==> src/rtl/peak_amplitude_detector_pkg.sv <==
`default_nettype none
// +----------------------------------------------------------------------------+
// | opo_package : shared types and helpers for peak_amplitude_detector          |
// | Rev 1.0                                                                      |
// +----------------------------------------------------------------------------+
package opo_package;

  localparam int c_word_width  = 16;
  localparam int c_count_width = 32;
  // Operands are sign-extended to this width before comparison.
  localparam int c_cmp_width   = 64;

  typedef enum logic [0:0] {
    IDLE  = 1'b0,
    ACCUM = 1'b1
  } state_t;

  function automatic logic signed_gt(
    input logic signed [c_cmp_width-1:0] a,
    input logic signed [c_cmp_width-1:0] b
  );
    return a > b;
  endfunction

endpackage
`default_nettype wire

==> src/rtl/peak_amplitude_detector_if.sv <==
`default_nettype none
// +----------------------------------------------------------------------------+
// | peak_amplitude_detector_if : sample stream in, window result out            |
// | Rev 1.0                                                                      |
// +----------------------------------------------------------------------------+
interface peak_amplitude_detector_if
  import opo_package::*;
#(
  parameter int word_width = c_word_width
);

  logic [word_width-1:0] sample_in;
  logic                  sample_valid;
  logic [word_width-1:0] max_out;
  logic [word_width-1:0] min_out;
  logic [word_width:0]   amp_out;
  logic                  result_valid;

  modport master (
    output sample_in,
    output sample_valid,
    input  max_out,
    input  min_out,
    input  amp_out,
    input  result_valid
  );

  modport slave (
    input  sample_in,
    input  sample_valid,
    output max_out,
    output min_out,
    output amp_out,
    output result_valid
  );

endinterface
`default_nettype wire

==> src/rtl/peak_amplitude_detector.sv <==
`default_nettype none
// +----------------------------------------------------------------------------+
// | peak_amplitude_detector : per-window signed max/min and peak-to-peak amp    |
// | Rev 1.0                                                                      |
// +----------------------------------------------------------------------------+
module peak_amplitude_detector
  import opo_package::*;
#(
  parameter int word_width  = c_word_width,
  parameter int count_width = c_count_width
) (
  input  wire logic                   clk,
  input  wire logic                   rst,
  input  wire logic                   enable,
  input  wire logic [count_width-1:0] window_len,
  output logic                        busy,
  peak_amplitude_detector_if.slave    bus
);

  localparam logic [count_width-1:0] c_count_one = {{(count_width-1){1'b0}}, 1'b1};

  state_t                 r_state;
  logic [count_width-1:0] r_len;
  logic [count_width-1:0] r_count;
  logic                   r_first;
  logic [word_width-1:0]  r_run_max;
  logic [word_width-1:0]  r_run_min;
  logic [word_width-1:0]  r_max_out;
  logic [word_width-1:0]  r_min_out;
  logic [word_width:0]    r_amp_out;
  logic                   r_result_valid;

  logic [c_cmp_width-1:0] w_sample_ext;
  logic [c_cmp_width-1:0] w_run_max_ext;
  logic [c_cmp_width-1:0] w_run_min_ext;
  logic                   w_take_max;
  logic                   w_take_min;
  logic [word_width-1:0]  w_next_max;
  logic [word_width-1:0]  w_next_min;
  logic [word_width:0]    w_amp;
  logic [count_width-1:0] w_count_next;
  logic                   w_last;
  logic                   w_len_nonzero;

  assign w_sample_ext  = {{(c_cmp_width-word_width){bus.sample_in[word_width-1]}}, bus.sample_in};
  assign w_run_max_ext = {{(c_cmp_width-word_width){r_run_max[word_width-1]}}, r_run_max};
  assign w_run_min_ext = {{(c_cmp_width-word_width){r_run_min[word_width-1]}}, r_run_min};

  // The first sample of a window seeds both extremes regardless of history.
  assign w_take_max = r_first || signed_gt(w_sample_ext, w_run_max_ext);
  assign w_take_min = r_first || signed_gt(w_run_min_ext, w_sample_ext);
  assign w_next_max = w_take_max ? bus.sample_in : r_run_max;
  assign w_next_min = w_take_min ? bus.sample_in : r_run_min;

  // One extra bit keeps max - min non-negative even at full scale.
  assign w_amp = {w_next_max[word_width-1], w_next_max}
               - {w_next_min[word_width-1], w_next_min};

  assign w_count_next  = r_count + c_count_one;
  assign w_last        = (w_count_next == r_len);
  assign w_len_nonzero = |window_len;

  always_ff @(posedge clk or negedge rst) begin
    if (!rst) begin
      r_state        <= IDLE;
      r_len          <= '0;
      r_count        <= '0;
      r_first        <= 1'b1;
      r_run_max      <= '0;
      r_run_min      <= '0;
      r_max_out      <= '0;
      r_min_out      <= '0;
      r_amp_out      <= '0;
      r_result_valid <= 1'b0;
    end else begin
      r_result_valid <= 1'b0;
      case (r_state)
        IDLE: begin
          if (enable && w_len_nonzero) begin
            r_state <= ACCUM;
            r_len   <= window_len;
            r_count <= '0;
            r_first <= 1'b1;
          end
        end
        ACCUM: begin
          if (!enable) begin
            // Partial window is dropped; published results are left untouched.
            r_state <= IDLE;
            r_count <= '0;
            r_first <= 1'b1;
          end else if (bus.sample_valid) begin
            if (w_last) begin
              r_max_out      <= w_next_max;
              r_min_out      <= w_next_min;
              r_amp_out      <= w_amp;
              r_result_valid <= 1'b1;
              r_count        <= '0;
              r_first        <= 1'b1;
              r_len          <= window_len;
              if (!w_len_nonzero) begin
                r_state <= IDLE;
              end
            end else begin
              r_run_max <= w_next_max;
              r_run_min <= w_next_min;
              r_count   <= w_count_next;
              r_first   <= 1'b0;
            end
          end
        end
        default: r_state <= IDLE;
      endcase
    end
  end

  assign busy             = (r_state == ACCUM);
  assign bus.max_out      = r_max_out;
  assign bus.min_out      = r_min_out;
  assign bus.amp_out      = r_amp_out;
  assign bus.result_valid = r_result_valid;

endmodule
`default_nettype wire

==> src/flat_wrapper.sv <==
// flat-port wrapper written by rule: the top's interface ports become plain ports
module peak_amplitude_detector_flat import opo_package::*;
#(
  parameter int word_width  = c_word_width,
  parameter int count_width = c_count_width
)
  (clk, rst, enable, window_len, busy, bus_sample_in, bus_sample_valid, bus_max_out, bus_min_out, bus_amp_out, bus_result_valid);
  peak_amplitude_detector_if #(.word_width(word_width)) bus_i ();
  input  wire logic clk;
  input  wire logic rst;
  input  wire logic enable;
  input  wire logic [count_width-1:0] window_len;
  output logic busy;
  input wire logic [$bits(bus_i.sample_in)-1:0] bus_sample_in;
  input wire logic [$bits(bus_i.sample_valid)-1:0] bus_sample_valid;
  output wire logic [$bits(bus_i.max_out)-1:0] bus_max_out;
  output wire logic [$bits(bus_i.min_out)-1:0] bus_min_out;
  output wire logic [$bits(bus_i.amp_out)-1:0] bus_amp_out;
  output wire logic [$bits(bus_i.result_valid)-1:0] bus_result_valid;
  assign bus_i.sample_in = bus_sample_in;
  assign bus_i.sample_valid = bus_sample_valid;
  assign bus_max_out = bus_i.max_out;
  assign bus_min_out = bus_i.min_out;
  assign bus_amp_out = bus_i.amp_out;
  assign bus_result_valid = bus_i.result_valid;
  peak_amplitude_detector #(.word_width(word_width), .count_width(count_width)) u_core (.clk(clk), .rst(rst), .enable(enable), .window_len(window_len), .busy(busy), .bus(bus_i));
endmodule
==> config.mk <==
export PLATFORM = sky130hd
export DESIGN_NAME = peak_amplitude_detector_flat
export DESIGN_NICKNAME = d
export VERILOG_FILES = /design/src/rtl/peak_amplitude_detector_pkg.sv /design/src/rtl/peak_amplitude_detector_if.sv /design/src/rtl/peak_amplitude_detector.sv /design/src/flat_wrapper.sv
export SDC_FILE = /design/constraint.sdc
export NUM_CORES = 1
export LEC_CHECK = 0
export ABC_AREA = 1
export BUFFER_PORTS_ARGS = -buffer_cell sky130_fd_sc_hd__buf_2
export CORE_ASPECT_RATIO = 1.5
export CORE_MARGIN = 2
export CORE_UTILIZATION = 55
export CTS_CLUSTER_SIZE = 10
export DETAILED_ROUTE_END_ITERATION = 16
export PLACE_DENSITY = 0.84
export SYNTH_ARGS = -nofsm -noshare
export SYNTH_HDL_FRONTEND = slang
export SYNTH_SLANG_ARGS = --single-unit
==> constraint.sdc <==
create_clock -name clk -period 6.2 [get_ports clk]
set_input_delay 0 -clock clk [delete_from_list [all_inputs] [get_ports clk]]
set_output_delay 0 -clock clk [all_outputs]
set_load 0.01 [all_outputs]
==> reports/metrics.cfg <==
[worst_setup_path]
crit_fanout=32
cp_slowest_cell=o21ai_0
crit_path_start_kind=flip-flop
worstPathArrival_ns=5.23
max_stage_delay_ns=0.86
required_ns=6.57
endpoint_kind=flip-flop
crit_path_frequent_cell=nand2_1
critical_path_class=reg2reg

[die]
rows=57
die_h_microns=162
ioPinCount=103
die_w_microns=109
core_area_sq_mm=0.0163
start_util=0.564
dieArea_sq_mm=0.0178

[global_route]
grt_pass1_wl_mm=43.3
grt_max_degree=105
grt_pass1_vias=9137
grt-ovfl-total=0
grt_usage=0.318
antenna_found_initial=0

[final_layout]
syn_to_final_growth_pct=16.8
stdcell_area_sq_mm=0.0107
fillers=1419
fin_cells=1650
fin_nets=1535
drive_above_1_share=0.107
final_util=0.659
antenna_cells=0

[sta]
holdWs_ns=0.115
hold_viol=0
slew_headroom=0.267
fin_crit_sh=0.784
fmax_ghz=0.206
fin_skew_ns=0.00914
setup-violations-final=0
tightest_slew_ns=1.10
fin_ws_ns=1.34
period_minus_slack_ns=4.86
finalMaxSlewViolations=0
rsz0062_at_grt=false
setup_tns_ns=0

[cts]
htreeDepth=4
clockRootBuffer=clkbuf_16
clkSinkCount=148
clockBufferDepth=2
clock_latency_ns=0.44
numCtsBuffers=17
cts_tree=built
clk_pin_slew_ns=0.06

[power_and_ir_drop]
vdd_drop_max_uv=194
power_mw=2.74
cellPowerDensity_mw_per_mm2=256
leakagePower_nw=5.58

[synthesis]
yosysUniqueCellTypes=40
yosysWarnings=0
synth.avg_cell_area_sq_um=7.00
syn-num-nets=1413
syn_area_sq_mm=0.00917
yosys_register_bits=148
seq_area_frac_synth=0.404
postSynthCellCount=1311

[placement]
portBuffers=102
placed_area_sq_mm=0.00982
place_inst=1584
place.gp.congestion=0.968
pre_cts_slack_ns=1.52
hpwl_mm=19.5

[min_path]
hp-class=in2reg

[drt]
drt_first_pass_iters=7
avgViaCountPerCell=5.55
vias=9160
ant_nets=0
wl_per_cell_microns=16.3
drt-total-wl_mm=26.9
drc=0
drtIter0Drc=570

[outcome]
status=complete, no violations

[run]
maxCapViolations=0

==> layout make-up <==
type / count / area, sq um / area share
well taps: 206 / 258 / 0.0240
inverters: 114 / 428 / 0.0399
multi-input cells: 1010 / 4880 / 0.455
flip-flops and latches: 148 / 3700 / 0.346
clock buffers: 19 / 433 / 0.0404
repair buffers: 142 / 907 / 0.0846
clock inverters: 11 / 108 / 0.0100
==> metal layers <==
| metal | routed length (microns) | global-route usage |
|---|---|---|
| met1 | 9490 | 0.333 |
| met2 | 14100 | 0.566 |
| met3 | 1230 | 0.0482 |
| met4 | 2150 | 0.227 |
| met5 | 0 | 0 |
==> worst paths after layout <==
check | from | to | slack [ns] | cells past startpoint
max | u_core.r_run_min[1] | u_core.bus.amp_out[16] | 1.34 | 25
min | bus_sample_in[13] | u_core.bus.min_out[13] | 0.12 | 5
min in group asynchronous | rst | u_core.r_len[10] | 0.19 | 2
max in group asynchronous | rst | u_core.r_count[29] | 4.68 | 3
min reg2reg | u_core.bus.max_out[6] | u_core.bus.max_out[6] | 0.47 | 2
max reg2reg | u_core.r_run_min[1] | u_core.bus.amp_out[16] | 1.34 | 25
==> cell usage after synthesis <==
master	instances	area, sq um
inv_2	2	7.51
o211ai_1	3	22.5
nand4_2	1	12.5
nor2_4	3	33.8
nand2_2	3	18.8
xnor2_1	8	70.1
xor2_1	9	78.8
nand4_1	10	62.6
nand3_1	96	480
o32ai_1	1	8.76
fa_1	1	20.0
or2_2	1	6.26
nor3b_1	2	15.0
a21boi_0	1	7.51
and3_1	1	6.26
a21o_1	3	22.5
o22ai_1	1	6.26
o21bai_1	4	30.0
buf_1	4	15.0
inv_1	112	420
o21ai_0	81	405
clkbuf_1	12	45.0
clkbuf_2	2	10.0
a31oi_1	2	12.5
nand3b_1	12	90.1
o31ai_1	1	7.51
nor2_2	8	50.1
o2111ai_1	1	8.76
a21oi_1	31	155
ha_1	49	613
nand2_1	539	2020
dfstp_2	1	26.3
a31o_2	1	8.76
dfrtp_1	147	3680
a211oi_1	1	7.51
nor4_1	9	56.3
nor2_1	88	330
o21ai_1	32	160
buf_2	21	105
nor3_1	7	35.0
==> where the power goes <==
part / leakage (nW) / internal [mW] / switching (mW)
Combinational: 3.37 / 0.246 / 0.410
Clock: 0.248 / 0.549 / 0.429
Sequential: 1.96 / 1.04 / 0.0660
Total: 5.58 / 1.84 / 0.905
==> flip-flops by register name, summed over array words and instances, names as in the netlist <==
register	count
u_core.bus.amp_out	17
u_core.r_run_max	16
u_core.bus.min_out	16
u_core.r_first	1
u_core.bus.result_valid	1
u_core.r_run_min	16
u_core.r_count	32
u_core.busy	1
u_core.r_len	32
u_core.bus.max_out	16
==> what timing repair did <==
item	4_1_cts	5_1_grt
hold buffers	36	0
endpoints found under the hold margin	117	0
gates resized for setup	0	0
buffers inserted	0	0
==> cells by family after synthesis <==
logic type	share of synthesized area
adders and majority gates	0.0690
xor gates and xnor gates	0.0162
and+or+nand+nor	0.351
AOI/OAI and AO/OA	0.0941
DFF	0.404
buffers and inverters	0.0657
==> layout by cell type, fill, tap and decap left out, types with 2 or more instances in the layout <==
cell type and n:
nand2_2 3, inv_6 2, xnor2_1 8, a21oi_1 31
nor2_1 88, a31oi_1 2, nor2_2 8, dfrtp_1 147
nor3b_1 2, nand4_1 10, o211ai_1 3, o21ai_1 32
o21ai_0 81, inv_2 2, buf_4 4, o21bai_1 4
inv_1 112, a21o_1 3, clkbuf_16 17, nand2_1 539
buf_2 101, dlygate4sd3_1 36, nor4_1 9, nand3b_1 12
clkinvlp_4 5, nor3_1 7, nor2_4 3, ha_1 49
clkbuf_1 2, nand3_1 96, clkinv_4 2, xor2_1 9
==> worst max-delay path: cells and delay by family, from the launching register on <==
kind                       cells  cell delay (ns)
and+or+nand+nor               15             1.61
AOI/OAI and AO/OA              5             1.71
adders and majority gates      3             0.97
DFF                            1             0.39
buffers and inverters          2             0.11
No activity file was read; power rests on OpenSTA's default activity.
